==> src/rtl/alu_arbiter.sv <==
// alu_arbiter: shares one multi-cycle ALU between two requesters.
// Round-robin grant in IDLE, registered operands drive the ALU, a down-counter
// times the fixed ALU latency, and the captured result is returned to the
// port that owns the in-flight operation. Only one operation is ever in flight.
//
// state | meaning
// ------+-------------------------------------------------------------
// IDLE  | no operation in flight; grant evaluated, request accepted here
// ISSUE | operands registered and on the ALU; wait counter loaded
// WAIT  | counting down the ALU latency; result sampled at count == 1
// RESP  | response valid to the owner until it signals ready

module alu_arbiter #(
    parameter int N   = 2,
    parameter int M   = 8,
    parameter int LAT = 1,
    parameter int CW  = 16
) (
    input  logic          i_clk,
    input  logic          i_reset,

    input  logic          i_req_valid_0,
    input  logic          i_req_valid_1,
    output logic          o_req_ready_0,
    output logic          o_req_ready_1,
    input  logic [N-1:0]  i_req_op_0,
    input  logic [N-1:0]  i_req_op_1,
    input  logic [M-1:0]  i_req_a_0,
    input  logic [M-1:0]  i_req_a_1,
    input  logic [M-1:0]  i_req_b_0,
    input  logic [M-1:0]  i_req_b_1,

    output logic          o_rsp_valid_0,
    output logic          o_rsp_valid_1,
    input  logic          i_rsp_ready_0,
    input  logic          i_rsp_ready_1,
    output logic [M-1:0]  o_rsp_result,
    output logic [3:0]    o_rsp_status,

    output logic [N-1:0]  o_alu_op,
    output logic [M-1:0]  o_alu_a,
    output logic [M-1:0]  o_alu_b,
    input  logic [M-1:0]  i_alu_result,
    input  logic [3:0]    i_alu_status,

    output logic          o_busy,
    output logic [CW-1:0] o_issue_cnt
);

    // Counter just wide enough to hold LAT.
    localparam int WW = (LAT < 2) ? 1 : $clog2(LAT + 1);

    typedef enum logic [1:0] {
        IDLE  = 2'd0,
        ISSUE = 2'd1,
        WAIT  = 2'd2,
        RESP  = 2'd3
    } state_t;

    state_t         state;
    state_t         state_nxt;

    logic           last_grant;
    logic           owner;
    logic           gnt_vld;
    logic           gnt_port;
    logic           owner_ready;
    logic           wait_tc;
    logic [WW-1:0]  wait_cnt;

    // Round-robin grant, only meaningful while IDLE; ties go to the port
    // that did not win last time.
    always_comb begin
        gnt_vld  = 1'b0;
        gnt_port = 1'b0;
        if (state == IDLE) begin
            if (i_req_valid_0 && i_req_valid_1) begin
                gnt_vld  = 1'b1;
                gnt_port = ~last_grant;
            end else if (i_req_valid_0) begin
                gnt_vld  = 1'b1;
                gnt_port = 1'b0;
            end else if (i_req_valid_1) begin
                gnt_vld  = 1'b1;
                gnt_port = 1'b1;
            end
        end
    end

    assign o_req_ready_0 = gnt_vld && !gnt_port;
    assign o_req_ready_1 = gnt_vld &&  gnt_port;

    // The non-owner's response ready has no effect.
    assign owner_ready = owner ? i_rsp_ready_1 : i_rsp_ready_0;
    assign wait_tc     = (wait_cnt == WW'(1));

    // State register.
    always_ff @(posedge i_clk or posedge i_reset) begin
        if (i_reset) begin
            state <= IDLE;
        end else begin
            state <= state_nxt;
        end
    end

    // Next-state decode.
    always_comb begin
        state_nxt = state;
        case (state)
            IDLE:    if (gnt_vld)     state_nxt = ISSUE;
            ISSUE:                    state_nxt = WAIT;
            WAIT:    if (wait_tc)     state_nxt = RESP;
            RESP:    if (owner_ready) state_nxt = IDLE;
            default:                  state_nxt = IDLE;
        endcase
    end

    // Accept path: latch the winner's request onto the ALU inputs, record
    // the owner and count the issue. Held untouched until the next accept.
    always_ff @(posedge i_clk or posedge i_reset) begin
        if (i_reset) begin
            o_alu_op    <= '0;
            o_alu_a     <= '0;
            o_alu_b     <= '0;
            owner       <= 1'b0;
            o_issue_cnt <= '0;
        end else if (gnt_vld) begin
            o_alu_op    <= gnt_port ? i_req_op_1 : i_req_op_0;
            o_alu_a     <= gnt_port ? i_req_a_1  : i_req_a_0;
            o_alu_b     <= gnt_port ? i_req_b_1  : i_req_b_0;
            owner       <= gnt_port;
            o_issue_cnt <= o_issue_cnt + CW'(1);
        end
    end

    // Latency down-counter: loaded in ISSUE, decremented through WAIT.
    always_ff @(posedge i_clk or posedge i_reset) begin
        if (i_reset) begin
            wait_cnt <= '0;
        end else if (state == ISSUE) begin
            wait_cnt <= WW'(LAT);
        end else if (state == WAIT) begin
            wait_cnt <= wait_cnt - WW'(1);
        end
    end

    // Capture the ALU output on the terminal count; held through RESP.
    always_ff @(posedge i_clk or posedge i_reset) begin
        if (i_reset) begin
            o_rsp_result <= '0;
            o_rsp_status <= '0;
        end else if (state == WAIT && wait_tc) begin
            o_rsp_result <= i_alu_result;
            o_rsp_status <= i_alu_status;
        end
    end

    // Fairness memory: the owner of a completed response loses the next tie.
    always_ff @(posedge i_clk or posedge i_reset) begin
        if (i_reset) begin
            last_grant <= 1'b1;
        end else if (state == RESP && owner_ready) begin
            last_grant <= owner;
        end
    end

    assign o_rsp_valid_0 = (state == RESP) && !owner;
    assign o_rsp_valid_1 = (state == RESP) &&  owner;
    assign o_busy        = (state != IDLE);

endmodule

==> config.mk <==
export PLATFORM = sky130hd
export DESIGN_NAME = alu_arbiter
export DESIGN_NICKNAME = d
export VERILOG_FILES = /design/src/rtl/alu_arbiter.sv
export SDC_FILE = /design/constraint.sdc
export NUM_CORES = 1
export LEC_CHECK = 0
export CAP_MARGIN = 20
export CORE_MARGIN = 8
export CORE_UTILIZATION = 35
export DETAILED_ROUTE_END_ITERATION = 6
export PLACE_DENSITY = 0.69
export SLEW_MARGIN = 10
export SYNTH_ARGS = -nofsm -noshare
export SYNTH_HDL_FRONTEND = slang
export SYNTH_SLANG_ARGS = --single-unit
==> constraint.sdc <==
create_clock -name i_clk -period 2.2 [get_ports i_clk]
set_input_delay 0.33 -clock i_clk [delete_from_list [all_inputs] [get_ports i_clk]]
set_output_delay 0.33 -clock i_clk [all_outputs]
set_load 0.02 [all_outputs]
==> impl_summary.md, run 1 <==
Synth
The cell area after synthesis is 0.002297 mm^2. The number of different library cells in the post-synthesis netlist is 28. The biggest area consumer among synthesized cells is sky130_fd_sc_hd__dfrtp_1. The number of nets produced by synthesis is 281. The share of the synthesized area in the top cell type is 0.5447. Yosys printed 0 warnings. The average instance in the mapped netlist occupies 10.39 um^2.

The share of the Yosys chip area taken by registers is 0.5561. The number of instances in the synthesized netlist is 221. Yosys attributes the largest share of cell area to sky130_fd_sc_hd__dfrtp_1 54%, sky130_fd_sc_hd__nand2_1 7.7%, sky130_fd_sc_hd__mux2_2 6.4%. After synthesis the netlist holds a flip-flop and latch count of 51.

Power and ir drop
Internal power comes to 2.950 mW. The share of power burned in combinational logic is 0.507. VDD sags by at most 0.7060 mV. For this design the total switching power over the nets is 1.767 mW.

Of the total power, the clock network draws 0.161. The leakage component of the power is 1.564 nW. In this run the power density over the cells is 1310 mW/mm^2. The completed layout was analyzed and its total power is 4.717 mW. Of the total power, registers draw 0.332.

Of the total power, the share spent switching nets is 0.3745.

Die
The starting density of the core is 0.3618. The die outline width is 97.02 um. The overall die area is 0.009412 mm^2. The core area is 0.006350 mm^2. 105 I/O pins were placed.

Measured along the y axis, the die boundary spans 97.02 um. The total number of placement rows is 29.

Outcome
The run finished with clean final reports.

Placed design
The wire-length estimate of the detail-placed layout is 4746 um. Once placement finished, the instance area stood at 0.003472 mm^2. The global placement routability congestion is 0.7515. In this run the tool buffered the top-level ports with 104 buffer cells.

Route
For this run, the detailed router's first-pass iteration total came to 2. In the final routed layout, each cell accounts on average for 14.61 um. After detailed routing, the number of remaining DRC violations is 0. The number of vias per cell is 4.672. Summed over all layers, the routed wires come to 5974 um.

The total vias in the final route is 1,911. The post-detailed-route count of antenna-violating nets is 0. The number of DRC markers after the initial detailed-route iteration is 37.

Global routing
The number of global-route vias before repair came to 1,980. Summed over all layers, the global routing overflow is 0. The pin count of the biggest net entering global routing is 40.

The initial antenna violation count is 0. The global-route wire length before repair is 10,290 um. In the global route stage, overall resource usage came out at 0.1296.

STA
Setup violations remaining at the end of the flow were counted as 0. Setup repair after global routing left no endpoint under its margin. For the pin with the worst max-slew slack, the measured transition is 0.4835 ns.

Static timing analysis puts the maximum clock frequency at 485.9 MHz. Of the available clock period, the critical path in the final layout requires 0.9355. The number of max-slew violations in the final report is 0. The final count of hold timing violations is 0. The setup clock skew after layout is 0.005246 ns. The accumulated negative setup slack is 0 ns. Headroom to the max-slew limit came out at 0.6769. For the finished layout, the period the worst path requires is 2.058 ns.

Critical path
The capturing element type of the critical path is an output port. The critical path class is flip-flop to output port. Data arrives at the worst endpoint at 1.73 ns. Data on the critical path is required at its endpoint by 1.87 ns. The maximum fanout count along the critical path is 5.

The startpoint type of the worst setup path is a flip-flop.

Clock tree
TritonCTS built the clock tree. The total of hold buffers inserted after clock tree synthesis is 0. The tree built by TritonCTS fans out to 51 sinks. The total number of H-tree levels is 2. The maximum count of clock buffers along a single path is 2. Buffers inserted during clock tree synthesis total 5. The later pin in the worst-skew pair is clocked with a latency of 0.30 ns.

The cell sitting at the root of the clock tree is a sky130_fd_sc_hd__clkbuf_8. The CTS clock-pin slew for the worst setup and hold paths is 0.09 ns. The post-CTS setup repair buffer count is 0.

Cells and area
Once layout is done, the placed cells without fillers occupy 0.003601 mm^2. The fraction of layout cells with a size suffix above 1 is 0.1175. The area overhead of the layout relative to synthesis is 56.75%.

The post-layout net count is 391. The antenna diode instance count is 0.

Flow run
The count of max-cap constraint violations is 0.

Hold path
The class of the tightest hold or removal check is input port to asynchronous set/reset pin.
## worst max-delay path, stage by stage, from the launching register on
cell and delay (ns):
sky130_fd_sc_hd__dfrtp_1 0.40, sky130_fd_sc_hd__ha_1 0.26, sky130_fd_sc_hd__nor2b_1 0.15, sky130_fd_sc_hd__clkdlybuf4s50_1 0.62
## cells in the mapped netlist
library cell                number
sky130_fd_sc_hd__dfrtp_1        50
sky130_fd_sc_hd__buf_4           2
sky130_fd_sc_hd__a21oi_2         1
sky130_fd_sc_hd__or2_1           1
sky130_fd_sc_hd__xor2_1          5
sky130_fd_sc_hd__mux2i_1         1
sky130_fd_sc_hd__a21oi_1         2
sky130_fd_sc_hd__nor2b_1         1
sky130_fd_sc_hd__dfstp_2         1
sky130_fd_sc_hd__and3_1          2
sky130_fd_sc_hd__xnor2_1        10
sky130_fd_sc_hd__mux2_2         13
sky130_fd_sc_hd__nand3_1         9
sky130_fd_sc_hd__nor3_1          1
sky130_fd_sc_hd__buf_2           7
sky130_fd_sc_hd__nand4_1         3
sky130_fd_sc_hd__nor4_2          1
sky130_fd_sc_hd__nor2_1         27
sky130_fd_sc_hd__o2111ai_1       1
sky130_fd_sc_hd__ha_1            6
sky130_fd_sc_hd__nor4_4          1
sky130_fd_sc_hd__inv_1           7
sky130_fd_sc_hd__a31oi_1        18
sky130_fd_sc_hd__and2_1          1
sky130_fd_sc_hd__o32a_1          1
sky130_fd_sc_hd__o21ai_2         1
sky130_fd_sc_hd__a22o_2          1
sky130_fd_sc_hd__nand2_1        47
## layout by cell type (no fill, tap or decap), types with 3 or more instances in the layout
cell,synthesis,routed
sky130_fd_sc_hd__a31oi_1,18,18
sky130_fd_sc_hd__xor2_1,5,5
sky130_fd_sc_hd__buf_4,2,6
sky130_fd_sc_hd__xnor2_1,10,10
sky130_fd_sc_hd__clkbuf_8,0,5
sky130_fd_sc_hd__ha_1,6,6
sky130_fd_sc_hd__mux2_2,13,13
sky130_fd_sc_hd__clkdlybuf4s50_1,0,101
sky130_fd_sc_hd__inv_1,7,6
sky130_fd_sc_hd__dfrtp_1,50,50
sky130_fd_sc_hd__nand3_1,9,9
sky130_fd_sc_hd__nor2_1,27,26
sky130_fd_sc_hd__nand4_1,3,3
sky130_fd_sc_hd__nand2_1,47,47
## power by group through the flow
stage / Combinational, mW / Sequential [mW] / Clock (mW)
floorplan: 0.954 / 1.96 / 0
global placement: 2.41 / 1.57 / 0
detailed placement: 2.45 / 1.59 / 0
CTS: 2.44 / 1.58 / 0.784
global route: 2.60 / 1.63 / 0.817
finish: 2.39 / 1.57 / 0.759
## cell type report
class	count	area, um^2
Tap cell	77	96.34
Timing Repair Buffer	112	1119
Multi-Input combinational cell	154	945.9
Sequential cell	51	1277
Fill cell	579	2749
Clock inverter	3	67.56
Clock buffer	5	68.82
Inverter	7	26.28
## metrics by stage
| stage | std cells | utilization | setup slack [ns] | hold WS, ns |
|---|---|---|---|---|
| floorplan | 221 | - | 0.5358 | 0.4778 |
| global placement | 401 | 0.5468 | 0.05616 | 0.4663 |
| detailed placement | 401 | 0.5468 | 0.01750 | 0.4672 |
| CTS | 409 | 0.5679 | 0.06125 | 0.3529 |
| global route | 409 | 0.5671 | 0.02187 | 0.3723 |
| finish | 409 | 0.5671 | 0.1420 | 0.3432 |
## kinds of logic (layout without fill, tap and decap cells)
logic type,after synthesis,count (layout),share of synthesized area
adders and majority gates,6,6,0.03268
muxes,14,14,0.06808
buffers and inverters,16,127,0.03322
DFF,51,51,0.5561
xor gates and xnor gates,15,15,0.05719
AOI/OAI and AO/OA,25,25,0.07353
and+or+nand+nor,94,94,0.1792
## per-layer routing
metal  track usage  up-vias  part of all wire
li1              -      958                 -
met1        0.1606      881              0.43
met2        0.2042       67              0.47
met3       0.05619        5             0.092
met4       0.02485        0            0.0062
met5             0        -                 0
## sequential cells by signal, indices dropped and copies added, names as in the netlist, 2 cells and up
signal / cells
o_issue_cnt: 16
o_rsp_status: 4
o_rsp_result: 8
o_alu_a: 8
o_alu_b: 8
o_alu_op: 2
state: 2
## final timing paths
check | end | cells after the start | slack (ns) | startpoint
worst max-delay path | o_rsp_valid_0 | 3 | 0.14 | state[0]$_DFFE_PP0P_
worst min-delay path | o_rsp_result[2]$_DFFE_PP0P_ | 2 | 0.34 | i_reset
worst max register to register | o_issue_cnt[13]$_DFFE_PP0P_ | 7 | 0.40 | state[0]$_DFFE_PP0P_
worst min register to register | o_issue_cnt[15]$_DFFE_PP0P_ | 1 | 0.47 | o_issue_cnt[15]$_DFFE_PP0P_
max in group asynchronous | last_grant$_DFFE_PP1P_ | 3 | 1.28 | i_reset
min in group i_clk | o_issue_cnt[15]$_DFFE_PP0P_ | 1 | 0.47 | o_issue_cnt[15]$_DFFE_PP0P_
## repair_timing
| item | CTS | global route |
|---|---|---|
| setup endpoints to repair | 2 | 3 |
| hold endpoints to repair | 0 | 0 |
| gates resized for setup | 2 | 5 |
No activity file was read; power rests on OpenSTA's default activity.
==> run 2, diff against run 1 <==
==> constraint.sdc (replaced) <==
create_clock -name i_clk -period 2.2 [get_ports i_clk]
set_input_delay 0.44 -clock i_clk [delete_from_list [all_inputs] [get_ports i_clk]]
set_output_delay 0.44 -clock i_clk [all_outputs]
set_load 0.02 [all_outputs]
==> run 2 against run 1 <==
Count of clock-buffer cells in the layout up 1. First-iteration DRC count is 35% higher. Clock skew is 0.0014 ns lower. Highest routed layer unchanged. Sequential cell count is the same. Sequential share of layout area increased by 0.32 points. Final cell count increased by 0.49%. Maximum frequency shrank 1.9%. Critical path depth unchanged. Die area unchanged.
==> impl_summary.md, run 2 (synthesized netlist as in run 1, its figures left out) <==
Critical path
STA classifies the critical path endpoint as an output port. The maximum fanout count along the critical path is 5 (unchanged). The required time of the critical path is 1.76 ns (-0.11 ns).

The signal arrival time at the worst endpoint is 1.66 ns (-0.07 ns). By startpoint and endpoint, the worst setup path is classified as flip-flop to output port. The startpoint type of the worst setup path is a flip-flop.

Die
The core area came to 0.006350 mm^2 (unchanged). The total number of placement rows came to 29 (unchanged). The height of the die came to 97.02 um (unchanged). The overall die area is 0.009412 mm^2 (unchanged). The die outline width was 97.02 um (unchanged). The number of I/O pins came to 105 (unchanged). The starting density of the core was 0.3618 (unchanged).

Outcome
The flow ran to the end, and the final reports show no timing, DRC or antenna violations.

Clock tree
TritonCTS built the clock tree. The CTS clock-pin slew for the worst setup and hold paths is 0.08 ns (about the same). The post-CTS setup repair buffer count is 0 (unchanged). The clock latency of the later-clocked register in the worst-skew pair came to 0.30 ns (about the same). The number of buffers added by the clock tree synthesis step is 5 (unchanged). The clock root buffer is sky130_fd_sc_hd__clkbuf_8.

The number of clock sinks is 51 (unchanged). The total number of H-tree levels is 2 (unchanged). The maximum count of clock buffers along a single path was 2 (unchanged).

Global routing
The pin count of the biggest net entering global routing is 38 (-5.0%). The residual overflow from global routing is 0 (unchanged). The number of global-route vias before repair is 2,087 (+5.4%).

The global-route wire length before repair is 10,430 um (+1.4%). The initial antenna violation count is 0 (unchanged). The aggregate global-route resource usage is 0.1326 (+0.003059).

Route
The final routed DRC violation total is 0 (unchanged). The average wire per cell in the routed design is 14.84 um (+1.6%). The total vias in the final route was 1,929 (+0.94%). The post-detailed-route count of antenna-violating nets is 0 (unchanged). The iteration count of the initial detailed-routing pass was 4 (+2). The number of vias per cell was 4.693 (+0.45%).

The routed wire length is 6100 um (+2.1%). The number of DRC markers after the initial detailed-route iteration came to 50 (+35%).

Power and ir drop
The switching share of power is 0.3930 (+0.01849). The leakage component of the power is 1.559 nW (-0.29%). The part of the total power dissipated in the clock network came to 0.114 (-0.047). The internal power of the cells is 2.735 mW (-7.3%). The peak ir drop on the vdd network is 0.8265 mV (+17%). The total power divided by cell area came to 1263 mW/mm^2 (-3.6%).

The portion of total power attributed to sequential cells is 0.349 (+0.017). The share of power burned in combinational logic was 0.537 (+0.030). The overall power is 4.507 mW (-4.5%). The switching component of the power is 1.771 mW (+0.26%).

STA
The period utilization came to 0.9533 (+0.01781). The accumulated negative setup slack is 0 ns (unchanged). The worst setup slack after layout was 0.1028 ns (-0.03918 ns). The total setup violations reported at the end of the flow was 0 (unchanged). The final count of hold timing violations is 0 (unchanged).

The final critical-path required period was 2.097 ns (+0.03918 ns). The transition at the pin with the smallest max-transition slack was 0.4918 ns (+0.008296 ns). The relative slew slack is 0.6713 (-0.005544).

Setup repair after global routing left no endpoint under its margin. The setup clock skew after layout is 0.003895 ns (-0.001351 ns). The number of max-slew violations in the final report came to 0 (unchanged). The maximum operating frequency is 476.8 MHz (-1.9%).

The hold slack is 0.4536 ns (+0.1104 ns).

Cells and area
The antenna diode instance count is 0 (unchanged). The final cell count without fillers came to 411 (+0.49%). The number of fill cells in the layout was 592 (+2.2%). The final design instance area without fill was 0.003568 mm^2 (-0.90%).

Compared with the post-synthesis result, the final layout area differs by 55.34%. The final standard cell utilization of the core came to 0.5620 (-0.005124). The number of flip-flops in the largest register is 16 (unchanged).

The fraction of layout cells with a size suffix above 1 is 0.1257 (+0.008279). The library cell used most frequently in the layout, excluding fill and tap cells, is sky130_fd_sc_hd__clkdlybuf4s50_1. Leaving out fill and tap cells, the most frequent cells in the layout are 100 x sky130_fd_sc_hd__clkdlybuf4s50_1, 50 x sky130_fd_sc_hd__dfrtp_1, 47 x sky130_fd_sc_hd__nand2_1. The post-layout net count is 393 (+0.51%). The largest register by flop count is o_issue_cnt.

Placed design
The post-DP HPWL is 4919 um (+3.7%). The cell count after placement was 403 (+0.50%). The placed standard-cell area is 0.003487 mm^2 (+0.43%). The global placement routability congestion came to 0.7664 (+2.0%). The worst setup slack before clock tree synthesis is -0.2181 ns (-0.2356 ns). The number of port buffers is 104 (unchanged).

Flow run
The count of max-cap constraint violations came to 0 (unchanged).

Hold path
In this run the worst hold path is classified as input port to asynchronous set/reset pin.
## run 2: layout make-up
class	instances	area [um^2]	area share
multi-input cells	154	948.4	0.2658
inverters	7	26.28	0.007363
flip-flops and latches	51	1277	0.3580
well taps	77	96.34	0.02700
clock inverters	2	12.51	0.003506
repair buffers	114	1135	0.3180
clock buffers	6	72.57	0.02034
## run 2: power groups by stage
stage	sequential, mW	combinational, mW	clock (mW)
2_1_floorplan	1.96	0.954	0
3_3_place_gp	1.58	2.43	0
3_5_place_dp	1.60	2.48	0
4_1_cts	1.58	2.47	0.539
5_1_grt	1.63	2.63	0.579
6_report	1.57	2.42	0.515
## run 2: worst paths after layout
path | startpoint | to | slack, ns | depth (start not counted)
min | i_reset | o_rsp_result[4]$_DFFE_PP0P_ | 0.45 | 2
max in group asynchronous | i_reset | last_grant$_DFFE_PP1P_ | 1.17 | 3
min in group i_clk | o_issue_cnt[15]$_DFFE_PP0P_ | o_issue_cnt[15]$_DFFE_PP0P_ | 0.49 | 1
min reg2reg | o_issue_cnt[15]$_DFFE_PP0P_ | o_issue_cnt[15]$_DFFE_PP0P_ | 0.49 | 1
max | state[0]$_DFFE_PP0P_ | o_rsp_valid_1 | 0.10 | 3
max reg2reg | state[0]$_DFFE_PP0P_ | o_issue_cnt[13]$_DFFE_PP0P_ | 0.35 | 8
## run 2: repair_timing
item,CTS,global route
pin swaps,0,0
setup endpoints to repair,3,4
resized for setup,4,6
hold buffers,0,0
## run 2: worst max-delay path, stage by stage (launching register included)
cell and delay (ns):
sky130_fd_sc_hd__dfrtp_1 0.40, sky130_fd_sc_hd__ha_2 0.24, sky130_fd_sc_hd__and2_1 0.13, sky130_fd_sc_hd__clkdlybuf4s50_1 0.59
## run 2: layer usage
layer,part of all wire,wire (um),global-route usage
met1,0.42,2560,0.1548
met3,0.093,569,0.06259
met2,0.48,2936,0.2172
met4,0.0054,33,0.02485
met5,0,0,0
